### src/rtl/mrt_pkg.sv
// ---- mrt_pkg ---------------------------------------------------------------
// Shared types and constants for the station-graph BFS controller. rev 1.0
`default_nettype none

package mrt_pkg;
  localparam int N_STA   = 16;
  localparam int SRC_STA = 0;
  localparam int DST_STA = 15;

  typedef logic [3:0]       sta_t;
  typedef logic [N_STA-1:0] mask_t;
  typedef mask_t [N_STA-1:0] adj_t;

  typedef enum logic [1:0] {
    IDLE   = 2'd0,
    LOAD   = 2'd1,
    SEARCH = 2'd2,
    OUT    = 2'd3
  } state_t;

  localparam mask_t SRC_ONEHOT = mask_t'(1) << SRC_STA;
endpackage

`default_nettype wire

### src/rtl/mrt_frontier_expand.sv
// ---- mrt_frontier_expand ---------------------------------------------------
// One BFS level: union of neighbour rows of the frontier, minus visited. rev 1.0
`default_nettype none

module mrt_frontier_expand
  import mrt_pkg::*;
(
  input  adj_t  adj,
  input  mask_t frontier,
  input  mask_t visited,
  output mask_t next_mask
);

  mask_t reached;

  always_comb begin
    reached = '0;
    for (int i = 0; i < N_STA; i++) begin
      if (frontier[i]) reached = reached | adj[i];
    end
    next_mask = reached & ~visited;
  end

endmodule

`default_nettype wire

### src/rtl/mrt_bfs_ctrl.sv
// ---- mrt_bfs_ctrl ----------------------------------------------------------
// Edge-stream capture plus level-synchronous BFS hop count, 0 -> 15. rev 1.0
`default_nettype none

module mrt_bfs_ctrl
  import mrt_pkg::*;
(
  input  logic       clk,
  input  logic       rst_n,
  input  logic       in_valid,
  input  logic [3:0] source,
  input  logic [3:0] destination,
  output logic       out_valid,
  output logic [3:0] cost
);

  state_t state, state_nxt;
  adj_t   adj;
  mask_t  visited, frontier, nxt_mask;
  sta_t   level;
  logic   done, edge_wr, out_valid_d;
  sta_t   cost_d;

  mrt_frontier_expand u_expand (
    .adj       (adj),
    .frontier  (frontier),
    .visited   (visited),
    .next_mask (nxt_mask)
  );

  assign done    = (state == SEARCH) && (nxt_mask[DST_STA] || (nxt_mask == '0));
  assign edge_wr = in_valid && ((state == IDLE) || (state == LOAD)) && (source != destination);

  always_ff @(posedge clk or negedge rst_n) begin
    if (!rst_n) state <= IDLE;
    else        state <= state_nxt;
  end

  always_comb begin
    state_nxt = state;
    case (state)
      IDLE:    if (in_valid)  state_nxt = LOAD;
      LOAD:    if (!in_valid) state_nxt = SEARCH;
      SEARCH:  if (done)      state_nxt = OUT;
      OUT:                    state_nxt = IDLE;
      default:                state_nxt = IDLE;
    endcase
  end

  always_comb begin
    out_valid_d = done;
    cost_d      = (done && nxt_mask[DST_STA]) ? level + 4'd1 : 4'd0;
  end

  always_ff @(posedge clk or negedge rst_n) begin
    if (!rst_n) begin
      out_valid <= 1'b0;
      cost      <= '0;
    end else begin
      out_valid <= out_valid_d;
      cost      <= cost_d;
    end
  end

  // Leaving OUT wipes the graph so IDLE always starts from an empty adjacency.
  always_ff @(posedge clk or negedge rst_n) begin
    if (!rst_n) begin
      adj      <= '0;
      visited  <= '0;
      frontier <= '0;
      level    <= '0;
    end else if (state == OUT) begin
      adj      <= '0;
      visited  <= '0;
      frontier <= '0;
      level    <= '0;
    end else begin
      if (edge_wr) begin
        adj[source][destination] <= 1'b1;
        adj[destination][source] <= 1'b1;
      end
      if ((state == LOAD) && !in_valid) begin
        visited  <= SRC_ONEHOT;
        frontier <= SRC_ONEHOT;
        level    <= '0;
      end else if (state == SEARCH) begin
        visited  <= visited | nxt_mask;
        frontier <= nxt_mask;
        level    <= level + 4'd1;
      end
    end
  end

endmodule

`default_nettype wire

### config.mk
export PLATFORM = sky130hd
export DESIGN_NAME = mrt_bfs_ctrl
export DESIGN_NICKNAME = d
export VERILOG_FILES = /design/src/rtl/mrt_pkg.sv /design/src/rtl/mrt_frontier_expand.sv /design/src/rtl/mrt_bfs_ctrl.sv
export SDC_FILE = /design/constraint.sdc
export NUM_CORES = 1
export LEC_CHECK = 0
export CAP_MARGIN = 30
export CELL_PAD_IN_SITES_DETAIL_PLACEMENT = 0
export CELL_PAD_IN_SITES_GLOBAL_PLACEMENT = 1
export CORE_MARGIN = 2
export CORE_UTILIZATION = 50
export CTS_CLUSTER_DIAMETER = 40
export DETAILED_ROUTE_END_ITERATION = 10
export PLACE_DENSITY = 0.87
export REMOVE_ABC_BUFFERS = 1
export SLEW_MARGIN = 30
export SYNTH_ARGS = -nofsm -noshare
export SYNTH_HDL_FRONTEND = slang
export SYNTH_SLANG_ARGS = --single-unit
### constraint.sdc
create_clock -name clk -period 2.3 [get_ports clk]
set_clock_uncertainty 0.05 [all_clocks]
set_input_delay 0.345 -clock clk [delete_from_list [all_inputs] [get_ports clk]]
set_output_delay 0.345 -clock clk [all_outputs]
set_load 0.03 [all_outputs]
==> impl_metrics.json, run 1 <==
{
  "crit_cells": 9,
  "syn-instance-count": 1392,
  "port_buffers": 15,
  "crit_required_ps": 2650,
  "final_nets": 1505,
  "routed-wl-met3_mm": 5.80,
  "drc_errors": 0,
  "synth_flop_cell": "dfrtp_1",
  "final_util": 0.625,
  "die_y_um": 168,
  "finalPower_uw": 15900,
  "setup_ws_ps": -29.4,
  "hold_path_class": "input port to async pin",
  "critPathCaptureType": "flip-flop",
  "grt_pass1_wl_mm": 73.6,
  "seqCellArea_mm2": 0.00749,
  "tns_ps": -29.4,
  "clk_latency_ps": 540,
  "worstPathArrival_ps": 2680,
  "synth.top_cell.area_share": 0.555,
  "routed_wl_mm": 47.8,
  "slew_viol_final": 0,
  "core_mm2": 0.0267,
  "r2r_cells": 9,
  "initial_utilization": 0.505,
  "antenna_left": 0,
  "wl_met1_mm": 18.6,
  "fin_crit_ps": 2330,
  "synth_edf_count": 0,
  "cts-root-buf": "clkbuf_16",
  "startpoint_type": "flip-flop",
  "cp_max_fo": 11,
  "worst_slew_pin_slew_ps": 650,
  "grt_max_degree": 116,
  "yosys.area.top_type": "dfrtp_1",
  "path_clk_slew_ps": 60,
  "final_common_cell": "dfrtp_1",
  "clock_sinks": 299,
  "netlist_top_cells_area": "dfrtp_1, a21oi_1, nor2_1, o22ai_1, a22oi_1",
  "num_antenna_cells": 0,
  "maxCapViolCount": 0,
  "area_growth_pct": 23.8,
  "path_class": "flip-flop to flip-flop",
  "cts_htree_levels": 2,
  "ys_seq_area_frac": 0.555,
  "finalSetupViolCount": 1,
  "grt_overflow": 0,
  "crit_family": "compound AO/OA/AOI/OAI gates",
  "grt_usage": 0.340,
  "drive_gt1_frac": 0.197,
  "antenna_found_initial": 0,
  "fp-row-count": 60,
  "avgSynthCellArea_um2": 9.69,
  "fill_cells": 2136,
  "slew_headroom": 0.567,
  "topRoutingLayerUsed": "met4",
  "ios": 16,
  "power.density_mw_per_mm2": 950,
  "routed_via_density": 6.64,
  "yosysWarnings": 0,
  "ys_ff_latch": 299,
  "fp.dieW_um": 168,
  "met2_length_mm": 20.9,
  "leakage_uw": 0.00770,
  "place_inst": 1784,
  "vias": 12400,
  "cts_made_buffers": 41,
  "fin_cells": 1860,
  "hpwlAfterDp_mm": 31.7,
  "cts_tree": "built",
  "r2r-end": "state[1]$_DFFE_PN0P_",
  "avgRoutedWirePerCell_um": 25.7,
  "rsz0062_at_grt": "true",
  "mostFrequentLayoutCells": "dfrtp_1, nor2_1, a21oi_1",
  "crit_slowest_cell": "dfrtp_1",
  "path_cells": "buf_12 -> a22o_1 -> a221oi_2 -> buf_4 -> and4_4 -> nor2_2 -> nor4_4 -> a21o_1 -> o211ai_2",
  "grt_pass1_vias": 12200,
  "place_congestion": 0.976,
  "outcome": "finished with violations",
  "r2r_slack_ps": -30,
  "crit_path_max_incr_delay_ps": 390,
  "rr_startpoint": "frontier[3]$_DFFE_PN0P_",
  "multi_input_area_mm2": 0.00546,
  "cts_buffer_depth": 3,
  "clock.fmax_mhz": 429,
  "post-route-period-util": 1.01,
  "drt_iter0_drc": 1890,
  "async_flop_share": 1.00,
  "irDropWorstVdd_uv": 991,
  "path_buf_inv": 2,
  "violations": "setup timing",
  "dr.pass1.iters": 6,
  "synth.cell_area_mm2": 0.0135,
  "yosysUniqueCellTypes": 41,
  "die_area_mm2": 0.0283,
  "hold_viol": 0
}
==> power by group <==
part / total (µW) / leakage [µW] / switching [µW] / internal (µW)
Clock: 6430 / 0.000677 / 2420 / 4010
Sequential: 5920 / 0.00415 / 323 / 5600
Combinational: 3510 / 0.00287 / 2580 / 930
==> stage by stage <==
step / instance area, µm² / hold WS, ps / worst slack [ps]
after floorplan: 12800 / -0.591 / -7600
after global placement: 15100 / 282 / -120
after detailed placement: 15100 / 288 / -130
after CTS: 16600 / 334 / 2.45
after global routing: 16700 / 364 / -112
final: 16700 / 318 / -29.4
==> cell usage after synthesis (all sizes together) (14+ instances only) <==
cell type and count:
a21oi 246, a221oi 36, a22o 36, a22oi 56, buf 61, clkbuf 73
dfrtp 299, nand2 63, nand3 14, nor2 263, nor2b 29, o21ai 15
o22ai 128, o31ai 14
==> registers in the layout, indices dropped and copies added, names as in the netlist <==
signal	cells
adj	256
cost	4
frontier	16
level	4
out_valid	1
state	2
visited	16
==> repair_timing <==
action	in CTS	in global routing
hold buffers	1	0
endpoints found under the setup margin	3	3
pin swaps	6	5
gates cloned	0	0
buffers inserted	2	0
gates resized for setup	23	11
endpoints found under the hold margin	55	0
==> area by class of cell <==
class                           instances  area share
Sequential cell                       299       0.448
Multi-Input combinational cell        954       0.327
Timing Repair Buffer                  188       0.115
Clock buffer                           55      0.0719
Tap cell                              341      0.0255
Clock inverter                         18      0.0115
Inverter                                5     0.00112
==> worst max path at each step <==
stage | startpoint | end | slack, ps
floorplan | state[1]$_DFFE_PN0P_ | adj[100]$_DFFE_PN0P_ | -7600
global placement | destination[3] | adj[39]$_DFFE_PN0P_ | -120
detailed placement | frontier[12]$_DFFE_PN0P_ | state[1]$_DFFE_PN0P_ | -130
CTS | frontier[4]$_DFFE_PN0P_ | state[1]$_DFFE_PN0P_ | 2
global route | frontier[1]$_DFFE_PN0P_ | state[1]$_DFFE_PN0P_ | -110
finish | frontier[3]$_DFFE_PN0P_ | state[1]$_DFFE_PN0P_ | -30
==> cell families after synthesis <==
| group | share of synthesized area |
|---|---|
| buf+inv | 0.0547 |
| fa+ha+maj | 0.00464 |
| mux | 0.000742 |
| simple gates | 0.130 |
| compound gates | 0.249 |
| xor+xnor | 0.00584 |
| flops | 0.555 |
==> layer usage <==
metal,vias to the layer above,track usage
li1,5242,-
met1,6062,0.469
met2,857,0.509
met3,198,0.0898
met4,0,0.150
met5,-,0
No activity file was read; power rests on OpenSTA's default activity.
==> inputs of run 2 (changes only) <==
--- a/config.mk
+++ b/config.mk
@@ -18,3 +18,4 @@
 export SYNTH_ARGS = -nofsm -noshare
 export SYNTH_HDL_FRONTEND = slang
 export SYNTH_SLANG_ARGS = --single-unit
+export TNS_END_PERCENT = 5
==> run 2 against run 1 <==
The run still ends with setup timing left. Combinational power about the same. Core utilization about the same. Cell area about the same. Cell count unchanged. Wire length decreased by 0.23%. Largest power group unchanged. Global-route usage unchanged. Worst hold slack improved by 0.96 ps. Critical path type unchanged.
==> impl_metrics.json, run 2 (synthesized netlist as in run 1, its figures left out) <==
{
  "port_buffers": 15,
  "routed_wl_mm": 47.7,
  "p_int_uw": 10500,
  "final_common_cell": "dfrtp_1",
  "finalSetupViolCount": 2,
  "grt_pass1_wl_mm": 73.6,
  "final_util": 0.625,
  "clk_latency_ps": 540,
  "power.density_mw_per_mm2": 949,
  "die_area_mm2": 0.0283,
  "slew_headroom": 0.574,
  "switching_share": 0.335,
  "antenna_found_initial": 0,
  "grt_usage": 0.340,
  "r2r-end": "state[1]$_DFFE_PN0P_",
  "violations": "setup timing",
  "avgRoutedWirePerCell_um": 25.6,
  "mostFrequentLayoutCells": "dfrtp_1, nor2_1, a21oi_1",
  "fp-row-count": 60,
  "cp_max_fo": 6,
  "fp.dieW_um": 168,
  "cts_buffer_depth": 3,
  "fill_cells": 2136,
  "worst_slew_pin_slew_ps": 639,
  "critPathCaptureType": "flip-flop",
  "rr_startpoint": "frontier[15]$_DFFE_PN0P_",
  "irDropWorstVdd_uv": 989,
  "dr.pass1.iters": 6,
  "clock.fmax_mhz": 428,
  "slew_viol_final": 0,
  "final_nets": 1505,
  "core_mm2": 0.0267,
  "hold_path_class": "input port to async pin",
  "drc_errors": 0,
  "final_area_mm2": 0.0167,
  "hold_viol": 0,
  "clock_sinks": 299,
  "vias": 12400,
  "setup_ws_ps": -35.7,
  "path_class": "flip-flop to flip-flop",
  "cts-root-buf": "clkbuf_16",
  "hpwlAfterDp_mm": 31.7,
  "cts_tree": "built",
  "drt_iter0_drc": 1960,
  "grt_max_degree": 116,
  "grt_pass1_vias": 12200,
  "finalPower_uw": 15900,
  "fin_crit_ps": 2340,
  "reg_top3": "adj x256, frontier x16, visited x16",
  "drive_gt1_frac": 0.197,
  "seq_power_share": 0.373,
  "grt_overflow": 0,
  "ios": 16,
  "r2r_cells": 9,
  "crit_required_ps": 2650,
  "antenna_left": 0,
  "p_comb_frac": 0.222,
  "die_y_um": 168,
  "maxCapViolCount": 0,
  "path_clk_slew_ps": 60,
  "initial_utilization": 0.505,
  "cts_htree_levels": 2,
  "power.switching_uw": 5310,
  "pre_cts_ws_ps": -130,
  "place_area_mm2": 0.0151,
  "largest_reg_flops": 256,
  "post-route-period-util": 1.02,
  "r2r_slack_ps": -40,
  "rsz0062_at_grt": "true",
  "largest_register": "adj",
  "outcome": "finished with violations",
  "cts_made_buffers": 41,
  "num_antenna_cells": 0,
  "routed_via_density": 6.65,
  "clkPwrFrac": 0.405,
  "worstPathArrival_ps": 2690,
  "place_congestion": 0.976,
  "area_growth_pct": 23.8,
  "leakage_uw": 0.00769,
  "startpoint_type": "flip-flop"
}
==> run 2: routing by layer <==
layer,global-route usage,share of wire,vias up
met1,0.469,0.39,6095
met3,0.0898,0.12,189
met4,0.150,0.052,0
met5,0,0,-
li1,-,-,5236
met2,0.509,0.44,851
==> run 2: through the flow <==
| stage | TNS (ps) | hold WS (ps) | cells |
|---|---|---|---|
| detailed placement | -6470 | 288 | 1784 |
| CTS | 0 | 334 | 1860 |
| global placement | -17570 | 282 | 1784 |
| finish | -43.3 | 319 | 1860 |
| floorplan | -2022880 | -0.591 | 1258 |
| global route | -258 | 364 | 1860 |
==> run 2: critical path, cell delays in order (launching register included) <==
cell      delay, ps
dfrtp_2         470
buf_4           180
buf_4           130
a22o_1          180
a221oi_1        240
and4_1          300
o22ai_2         120
nor4_4          300
a21o_1          170
o211ai_2         70
==> run 2: how the worst max path moves through the flow <==
stage | startpoint | slack [ps] | endpoint
2_1_floorplan | state[1]$_DFFE_PN0P_ | -7600 | adj[100]$_DFFE_PN0P_
3_3_place_gp | destination[3] | -120 | adj[39]$_DFFE_PN0P_
3_5_place_dp | frontier[12]$_DFFE_PN0P_ | -130 | state[1]$_DFFE_PN0P_
4_1_cts | frontier[4]$_DFFE_PN0P_ | 2 | state[1]$_DFFE_PN0P_
5_1_grt | frontier[1]$_DFFE_PN0P_ | -110 | state[1]$_DFFE_PN0P_
6_report | frontier[15]$_DFFE_PN0P_ | -40 | state[1]$_DFFE_PN0P_
==> run 2: what timing repair did <==
item | in CTS | in global routing
gates resized for setup | 23 | 10
endpoints found under the hold margin | 55 | 0
setup endpoints to repair | 3 | 3
pin swaps | 6 | 5
setup buffers | 2 | 0
hold buffers | 1 | 0
gates cloned | 0 | 0
==> run 2: area by class of cell <==
cell class / count / area [µm²] / area share
sequential: 299 / 7490 / 0.448
clock buffer: 55 / 1200 / 0.0719
multi-input combinational: 954 / 5450 / 0.326
clock inverter: 18 / 193 / 0.0115
timing repair buffer: 188 / 1920 / 0.115
inverter: 5 / 18.8 / 0.00112
tap: 341 / 427 / 0.0255
==> run 2: power by group through the flow <==
| stage | sequential, µW | combinational, µW | clock (µW) |
|---|---|---|---|
| 2_1_floorplan | 5760 | 1130 | 0 |
| 3_3_place_gp | 5980 | 3370 | 0 |
| 3_5_place_dp | 5980 | 3380 | 0 |
| 4_1_cts | 5910 | 3410 | 6430 |
| 5_1_grt | 5950 | 3750 | 6620 |
| 6_report | 5920 | 3520 | 6420 |
==> inputs of run 3 (changes only) <==
--- a/config.mk
+++ b/config.mk
@@ -12,7 +12,7 @@
 export CORE_UTILIZATION = 50
 export CTS_CLUSTER_DIAMETER = 40
 export DETAILED_ROUTE_END_ITERATION = 10
-export PLACE_DENSITY = 0.87
+export PLACE_DENSITY = 0.77
 export REMOVE_ABC_BUFFERS = 1
 export SLEW_MARGIN = 30
 export SYNTH_ARGS = -nofsm -noshare
==> run 3 against run 2 <==
The flow still finishes with violations (setup timing). Global-route usage grew 1.7 points. Critical endpoint unchanged. Critical path type unchanged. Clock power is 4.5% higher. Register-to-register slack worse by 70 ps. Combinational power is 5% higher.
==> impl_metrics.json, run 3 (synthesized netlist as in run 1, its figures left out) <==
{
  "dr.pass1.iters": 6,
  "startpoint_type": "flip-flop",
  "slew_headroom": 0.664,
  "clk_latency_ps": 540,
  "grt_pass1_wl_mm": 75.9,
  "cts_buffer_depth": 3,
  "multi_input_area_mm2": 0.00551,
  "die_y_um": 168,
  "irDropWorstVdd_uv": 727,
  "r2r_cells": 8,
  "antenna_left": 0,
  "initial_utilization": 0.505,
  "grt_pass1_vias": 12000,
  "place_congestion": 0.969,
  "tns_ps": -197,
  "drive_gt1_frac": 0.212,
  "place_inst": 1791,
  "r2r-end": "state[1]$_DFFE_PN0P_",
  "violations": "setup timing",
  "grt_usage": 0.358,
  "power.density_mw_per_mm2": 959,
  "crit_required_ps": 2670,
  "routed_wl_mm": 50.2,
  "cts_htree_levels": 2,
  "port_buffers": 15,
  "hpwlAfterDp_mm": 33.4,
  "mostFrequentLayoutCells": "dfrtp_1, nor2_1, a21oi_1",
  "rsz0062_at_grt": "true",
  "fp-row-count": 60,
  "final_nets": 1517,
  "fp.dieW_um": 168,
  "slew_viol_final": 0,
  "clock_sinks": 299,
  "cts-root-buf": "clkbuf_16",
  "crit_slowest_cell": "dfrtp_2",
  "worstPathArrival_ps": 2780,
  "final_common_cell": "dfrtp_1",
  "num_antenna_cells": 0,
  "reg_top3": "adj x256, frontier x16, visited x16",
  "critPathCaptureType": "flip-flop",
  "leakage_uw": 0.00781,
  "core_mm2": 0.0267,
  "path_buf_inv": 1,
  "setup_ws_ps": -105,
  "antenna_found_initial": 0,
  "hold_path_class": "input port to async pin",
  "largest_register": "adj",
  "avgRoutedWirePerCell_um": 26.8,
  "crit_cells": 8,
  "path_class": "flip-flop to flip-flop",
  "routed_via_density": 6.60,
  "r2r_slack_ps": -100,
  "path_cells": "buf_4 -> a22o_1 -> a221oi_2 -> and4_4 -> o22ai_1 -> nor4_4 -> a21o_1 -> o211ai_2",
  "crit_path_max_incr_delay_ps": 480,
  "seqCellArea_mm2": 0.00749,
  "rr_startpoint": "frontier[14]$_DFFE_PN0P_",
  "fill_cells": 2188,
  "post-route-period-util": 1.05,
  "path_clk_slew_ps": 60,
  "drt_iter0_drc": 1584,
  "fin_crit_ps": 2400,
  "maxCapViolCount": 0,
  "die_area_mm2": 0.0283,
  "cp_max_fo": 6,
  "fin_cells": 1874,
  "crit_family": "compound AO/OA/AOI/OAI gates",
  "finalSetupViolCount": 3,
  "grt_max_degree": 85,
  "clock.fmax_mhz": 416,
  "drc_errors": 0,
  "ios": 16,
  "finalPower_uw": 16300,
  "worst_slew_pin_slew_ps": 500,
  "outcome": "finished with violations",
  "cts_tree": "built",
  "grt_overflow": 0,
  "vias": 12400,
  "hold_viol": 0,
  "area_growth_pct": 26.0,
  "cts_made_buffers": 42,
  "largest_reg_flops": 256
}
[run 3: worst max path at each step]
stage | slack, ps | start | end
finish | -100 | frontier[14]$_DFFE_PN0P_ | state[1]$_DFFE_PN0P_
global route | -140 | frontier[12]$_DFFE_PN0P_ | state[1]$_DFFE_PN0P_
CTS | -80 | frontier[9]$_DFFE_PN0P_ | state[1]$_DFFE_PN0P_
detailed placement | -470 | destination[0] | adj[3]$_DFFE_PN0P_
global placement | -450 | destination[0] | adj[159]$_DFFE_PN0P_
floorplan | -7600 | state[1]$_DFFE_PN0P_ | adj[100]$_DFFE_PN0P_
[run 3: worst register-to-register path, cell delays in order (launching register included)]
cell and delay [ps]:
dfrtp_2 480, buf_4 200, a22o_1 220, a221oi_2 250, and4_4 290, o22ai_1 130, nor4_4 410, a21o_1 180
o211ai_2 70
[run 3: layer usage]
| metal | track usage | part of all wire |
|---|---|---|
| met4 | 0.154 | 0.051 |
| met1 | 0.507 | 0.41 |
| met3 | 0.0896 | 0.11 |
| met5 | 0 | 0 |
| met2 | 0.525 | 0.44 |
[run 3: repair_timing]
action                                 CTS  global route
hold buffers                             1             0
gates resized for setup                 34            16
setup buffers                            7             0
endpoints found under the hold margin   42             0
setup endpoints to repair                3           115
pin swaps                               18            12
[run 3: cell type report]
cell class                      instances  share of cell area
Clock buffer                           52              0.0701
Clock inverter                         24              0.0163
Inverter                                5             0.00110
Multi-Input combinational cell        954               0.324
Sequential cell                       299               0.440
Tap cell                              341              0.0251
Timing Repair Buffer                  199               0.123
[run 3: per-stage QoR]
stage | instance area, µm² | setup WS, ps | utilization | hold WS [ps]
finish | 17000 | -105 | 0.636 | 275
global route | 17000 | -137 | 0.636 | 297
CTS | 16900 | -81.8 | 0.633 | 288
detailed placement | 15200 | -465 | 0.570 | 249
global placement | 15200 | -450 | 0.570 | 247
floorplan | 12800 | -7600 | - | -0.591
[run 3: report_power, final]
group / internal [µW] / leakage [µW] / switching, µW / total, µW
registers: 5600 / 0.00415 / 313 / 5910
logic: 1030 / 0.00295 / 2650 / 3680
clock network: 4170 / 0.000708 / 2540 / 6710
